<file path="config.mk">
export PLATFORM = sky130hd
export DESIGN_NAME = word_loader
export DESIGN_NICKNAME = d
export VERILOG_FILES = /design/src/rtl/word_loader.sv
export SDC_FILE = /design/constraint.sdc
export NUM_CORES = 1
export LEC_CHECK = 0
export ABC_AREA = 1
export CAP_MARGIN = 15
export CORE_MARGIN = 4
export CORE_UTILIZATION = 52
export CTS_CLUSTER_SIZE = 24
export DETAILED_ROUTE_END_ITERATION = 10
export PLACE_DENSITY = 0.82
export RECOVER_POWER = 50
export SYNTH_ARGS = -nofsm -noshare
export SYNTH_HDL_FRONTEND = slang
export SYNTH_SLANG_ARGS = --single-unit
</file>
<file path="constraint.sdc">
create_clock -name clk -period 2.9 [get_ports clk]
set_input_delay 0.58 -clock clk [delete_from_list [all_inputs] [get_ports clk]]
set_output_delay 0.58 -clock clk [all_outputs]
set_load 0.01 [all_outputs]
</file>
<file path="src/rtl/word_loader.sv">
// Loads one TERM-delimited word from a byte stream into the input word SRAM,
// truncating at DEPTH characters, and holds it until the matcher acknowledges.
module word_loader #(
  parameter int                    ADDR_WIDTH = 4,
  parameter int                    DATA_WIDTH = 8,
  parameter logic [DATA_WIDTH-1:0] TERM       = '0
) (
  input  logic                  clk,
  input  logic                  rst_n,
  input  logic                  cs,
  input  logic                  in_valid,
  input  logic [DATA_WIDTH-1:0] in_data,
  output logic                  in_ready,
  output logic                  we,
  output logic [ADDR_WIDTH-1:0] addr,
  output logic [DATA_WIDTH-1:0] din,
  output logic                  word_valid,
  output logic [ADDR_WIDTH:0]   word_len,
  output logic                  overflow,
  input  logic                  word_ack
);

  // Count value that means the buffer is full (== DEPTH).
  localparam logic [ADDR_WIDTH:0] FULL_COUNT = {1'b1, {ADDR_WIDTH{1'b0}}};
  localparam logic [ADDR_WIDTH:0] ONE_COUNT  = {{ADDR_WIDTH{1'b0}}, 1'b1};

  typedef enum logic [1:0] {IDLE, LOAD, DRAIN, READY} state_t;

  state_t                state;
  logic [ADDR_WIDTH:0]   count;
  logic [ADDR_WIDTH:0]   count_inc;
  logic                  accept;
  logic                  is_term;

  assign in_ready  = cs && (state != READY);
  assign accept    = in_valid && in_ready;
  assign is_term   = (in_data == TERM);
  assign count_inc = count + ONE_COUNT;

  always_ff @(posedge clk or negedge rst_n) begin
    if (!rst_n) begin
      state      <= IDLE;
      count      <= '0;
      we         <= 1'b0;
      addr       <= '0;
      din        <= '0;
      word_valid <= 1'b0;
      word_len   <= '0;
      overflow   <= 1'b0;
    end else if (!cs) begin
      we <= 1'b0;
    end else begin
      we <= 1'b0;
      case (state)
        IDLE: begin
          // A TERM here is an empty word and is silently dropped.
          if (accept && !is_term) begin
            we    <= 1'b1;
            addr  <= '0;
            din   <= in_data;
            count <= ONE_COUNT;
            state <= LOAD;
          end
        end
        LOAD: begin
          if (accept) begin
            if (is_term) begin
              word_len   <= count;
              word_valid <= 1'b1;
              state      <= READY;
            end else begin
              we    <= 1'b1;
              addr  <= count[ADDR_WIDTH-1:0];
              din   <= in_data;
              count <= count_inc;
              if (count_inc == FULL_COUNT) begin
                state <= DRAIN;
              end
            end
          end
        end
        DRAIN: begin
          // Buffer full: swallow characters until TERM, flagging truncation.
          if (accept) begin
            if (is_term) begin
              word_len   <= FULL_COUNT;
              word_valid <= 1'b1;
              state      <= READY;
            end else begin
              overflow <= 1'b1;
            end
          end
        end
        READY: begin
          if (word_ack) begin
            state      <= IDLE;
            count      <= '0;
            overflow   <= 1'b0;
            word_valid <= 1'b0;
          end
        end
        default: state <= IDLE;
      endcase
    end
  end

endmodule

</file>
After elaboration in Yosys (flattened, before gate mapping)
Cells that the tools add are included.
- register bits after elaboration: 27
- bits of input ports: 13
- word-level logic and storage cells: 81
- add/sub/neg operators: 1
- equal/unequal tests: 16
- mux-type cells: 38
- reductions and logical operators: 18
- operators with widths (cell ; number):
    two-way mux 5 bit ; 8
    two-way mux 8 bit ; 3
    != test 2 bit, second input constant ; 9
    case mux 8 bit (2 select lines) ; 1
    case mux 5 bit (3 select lines) ; 1
    AND reduction 5 bit ; 3
    two-way mux 2 bit ; 7
    two-way mux 4 bit ; 3
    AND reduction 6 bit ; 2
    case mux 5 bit (2 select lines) ; 1
    two-way mux 1 bit ; 9
    logical NOT 8 bit ; 1
    case mux 2 bit (4 select lines) ; 1
    case mux 4 bit (2 select lines) ; 1
    nonzero test 2 bit ; 4
    AND reduction 7 bit ; 1
    case mux 1 bit (2 select lines) ; 3
    adder 5 x 1 -> 5 bit, second input constant ; 1
    equality test 5 bit, second input constant ; 1
    equality test 2 bit, second input constant ; 2
    != test 2 x 1 -> 1 bit, second input constant ; 2
    logical AND 1 bit ; 3
    != test 3 bit, second input constant ; 1
    nonzero test 3 bit ; 1
    4 further kinds ; 4

Logic depth before layout (Yosys ltp)
- depth in word-level cells: 7
- depth in mapped cells: 10
- mapped depth without buffers: 10

Worst setup path before layout
Ideal clock, no wire load.
- kind: reg2reg
- from: reg state[0]
- to: reg count[0]
- setup time: 123 ps
- arrival: 1413 ps
- data required time: 2777 ps
- slack: 1363 ps
- stages on the path, launching flop included: 9
- path buffers: 0
- period minus slack after synthesis: 1537 ps
- path through: dfrtp_1 -> ha_1 -> inv_2 -> nand3_2 -> o21bai_4 -> a21oi_2 -> nand2_2 -> nand2_1 -> o21ai_2
- cells in the longest elaborated chain, start to end: 6
- elaborated cells between the ends (all ways): 14
- ends and longest elaborated chain (what ; line ; source):
    start, declared ; 29 ; state_t state;
    start signal, assigned ; 42 ; state <= IDLE;
    start signal, assigned ; 62 ; state <= LOAD;
    start signal, assigned ; 70 ; state <= READY;
    != test 2 bit ; 35 ; assign in_ready = cs && (state != READY);
    logical AND 1 bit ; 35 ;
    logical AND 1 bit ; 36 ; assign accept = in_valid && in_ready;
    logical AND 1 bit ; 57 ; if (accept && !is_term) begin
    != test 2 bit (no source line) ; n/a ;
    AND reduction 6 bit (no source line) ; n/a ;
    end signal, assigned ; 75 ; count <= count_inc;
    end, declared ; 30 ; logic [ADDR_WIDTH:0] count;
Several ways; a longest one is shown, not always the timed one.
A chain may end at the register's enable or synchronous reset.

Worst setup path after layout
- from: in cs
- to: out in_ready
- cells in the longest elaborated chain, start to end: 1
- ends and longest elaborated chain (what ; line ; source):
    start, declared ; 10 ; input logic cs,
    logical AND 1 bit ; 35 ;
    end, declared ; 13 ; output logic in_ready,
No other way between the ends.

==> flow_summary.yaml <==
status:
  run_status: "finished, final reports clean"
clocking:
  cts_tree: "yes"
  cts_root_buffer: "clkbuf_4"
  clock_latency_ns: 0.32
  cts_hold_buf: 0
  post_cts_buffers: 0
  cts_num_sinks: 27
  cts_buffers: 3
  h-tree-depth: 1
  cts_resized: 0
  clk_path_buf_depth: 2
  clk_pin_slew_worst_paths_ns: 0.14
sta:
  slew_headroom: 0.03968
  rsz0062_at_grt: "false"
  hold_viol_final: 0
  clock.fmax_ghz: 0.4221
  fin_ws_ns: 0.5309
  skew_ns: 0.005328
  maxSlewViolCount: 0
  tightest_slew_ns: 1.440
  period_share: 0.8169
  setup_tns_ns: 0
  period_minus_slack_ns: 2.369
  setup_viol: 0
job:
  cap_violations: 0
worst_setup_path:
  cp.required_ns: 2.32
  critical_path_class: "in2out"
  critPathMaxFanout: 3
  ff2ff_setup_slack_ns: 0.68
  crit_path_end_kind: "primary output"
  arrival_ns: 1.79
  crit_path_start_kind: "primary input"
power_and_ir_drop:
  intPower_uw: 871.2
  seqPwrFrac: 0.393
  sw_frac_of_total: 0.4134
  ir_drop_mv: 0.6621
  power_density_mw_per_mm2: 838.8
  p_comb_frac: 0.498
  pwr-share-clk: 0.109
  p_leak_uw: 0.0008195
  power_switching_uw: 613.9
placement:
  dp_slack_ns: 0.5017
  hpwl_um: 2402
  place_area_mm2: 0.001773
  place.port_buffers: 33
  gp_congestion: 0.8416
die:
  dieArea_mm2: 0.003625
  rows: 18
  fp.dieH_um: 60.21
  initial_core_util: 0.5570
  dieWidth_um: 60.21
  core_area_mm2: 0.002545
  ios: 34
synth:
  syn-instance-count: 172
  synthesis.area_mm2: 0.001418
  ys_seq_area_frac: 0.4766
  yosys_warnings: 0
  ys_seq_elements: 27
  synthDistinctLibCells: 26
  synthesis.nets: 191
  syn_avg_cell_area_um2: 8.242
final_layout:
  layout-drive-gt1-share: 0.06763
  final_area_mm2: 0.001770
  post-route-util: 0.6957
  area_growth_pct: 24.89
  fill_cells: 229
  n_antenna_cell: 0
  final_nets: 227
routing:
  wire_per_inst_um: 13.18
  dr.pass1.iters: 4
  num_vias: 1264
  ant_nets: 0
  drc: 0
  totalWireLength_um: 3123
  drt_iter0_drc: 91
  routed_via_density: 5.333
grt:
  grt_pass1_vias: 1214
  overflow: 0
  grt_pass1_wl_um: 5340
  grt_max_degree: 28
  grt_usage: 0.1931
  antenna_found_initial: 0
hold_path:
  hold_path.class: "reg2reg"
[cells in the final DEF (no fill, tap or decap)]
cell and count:
clkbuf_1 1, nor2_1 10, a21oi_2 1, clkdlybuf4s50_1 31
nor3_1 1, o21ai_1 6, o21ai_2 3, clkbuf_4 3
a21boi_2 1, o21bai_1 1, nand2_1 63, clkinv_2 1
o21ai_4 1, nand3_1 10, o2111ai_1 1, ha_1 6
inv_1 16, a21oi_1 2, o21ai_0 9, o211ai_1 1
clkinv_1 1, dfrtp_1 27, nand4_1 5, dlygate4sd3_1 2
nand2_2 4
[layer usage]
metal | part of all wire | GRT usage | wire, µm | vias up
li1 | - | - | - | 628
met1 | 0.44 | 0.2650 | 1378 | 590
met2 | 0.49 | 0.3102 | 1533 | 42
met3 | 0.060 | 0.02592 | 188 | 4
met4 | 0.0074 | 0.06962 | 23 | 0
met5 | 0 | 0 | 0 | -
[cell type report]
cell class	instances	area, µm²	share of cell area
sequential	27	675.6	0.3816
multi-input combinational	125	631.9	0.3569
timing repair buffer	34	334.1	0.1887
inverter	17	63.81	0.03604
tap	30	37.54	0.02120
clock buffer	3	22.52	0.01272
clock inverter	1	5.005	0.002827
[logic make-up (layout without fill, tap and decap cells)]
family,count (synthesis),count (layout),synth area share
fa+ha+maj,6,6,0.05296
compound gates,26,26,0.1289
simple gates,93,93,0.2824
flops,27,27,0.4766
buf+inv,20,55,0.05913
[worst max-delay path, cell delays in order]
cell and delay (ns):
clkdlybuf4s50_1 0.50, inv_1 0.08, nor2_1 0.09, clkdlybuf4s50_1 0.54
[synth_stat cells (all sizes together)]
cell,instances,area (µm²)
nor3,1,5.000
dfrtp,27,675.7
nand2,67,261.5
o21bai,1,18.77
o211ai,1,7.510
a21oi,3,18.77
ha,6,75.07
nor2,10,47.55
nand3,10,55.05
nand4,5,31.28
inv,17,63.81
buf,2,16.26
o2111ai,1,8.760
o21ai,19,117.6
a21boi,1,11.26
clkbuf,1,3.750
[state kept, by name, indices dropped and copies added, names as in the netlist]
signal,count
addr,4
count,5
din,8
overflow,1
state,2
we,1
word_len,5
word_valid,1
[per-stage QoR]
stage	hold WS (ns)	instances	power [µW]
2_1_floorplan	0.2844	172	1042
3_3_place_gp	0.4559	233	1307
3_5_place_dp	0.4690	233	1342
4_1_cts	0.5044	237	1506
5_1_grt	0.5316	237	1624
6_report	0.4954	237	1485
[power groups by stage]
stage	Clock [µW]	Combinational (µW)	Sequential (µW)
after floorplan	0	423	618
final	162	740	583
after detailed placement	0	749	593
after global routing	184	836	604
after CTS	168	753	585
after global placement	0	724	583
[final timing paths]
| check | cells past startpoint | to | from |
|---|---|---|---|
| setup / recovery | 4 | in_ready | cs |
| hold reg to reg | 2 | word_len[4]$_DFFE_PN0P_ | word_len[4]$_DFFE_PN0P_ |
| max in group asynchronous | 2 | we$_DFF_PN0_ | rst_n |
| setup reg to reg | 9 | din[3]$_DFFE_PN0P_ | state[0]$_DFFE_PN0P_ |
| min in group asynchronous | 2 | addr[3]$_DFFE_PN0P_ | rst_n |
| hold / removal | 2 | word_len[4]$_DFFE_PN0P_ | word_len[4]$_DFFE_PN0P_ |
Power figures use the tool's default switching activity.
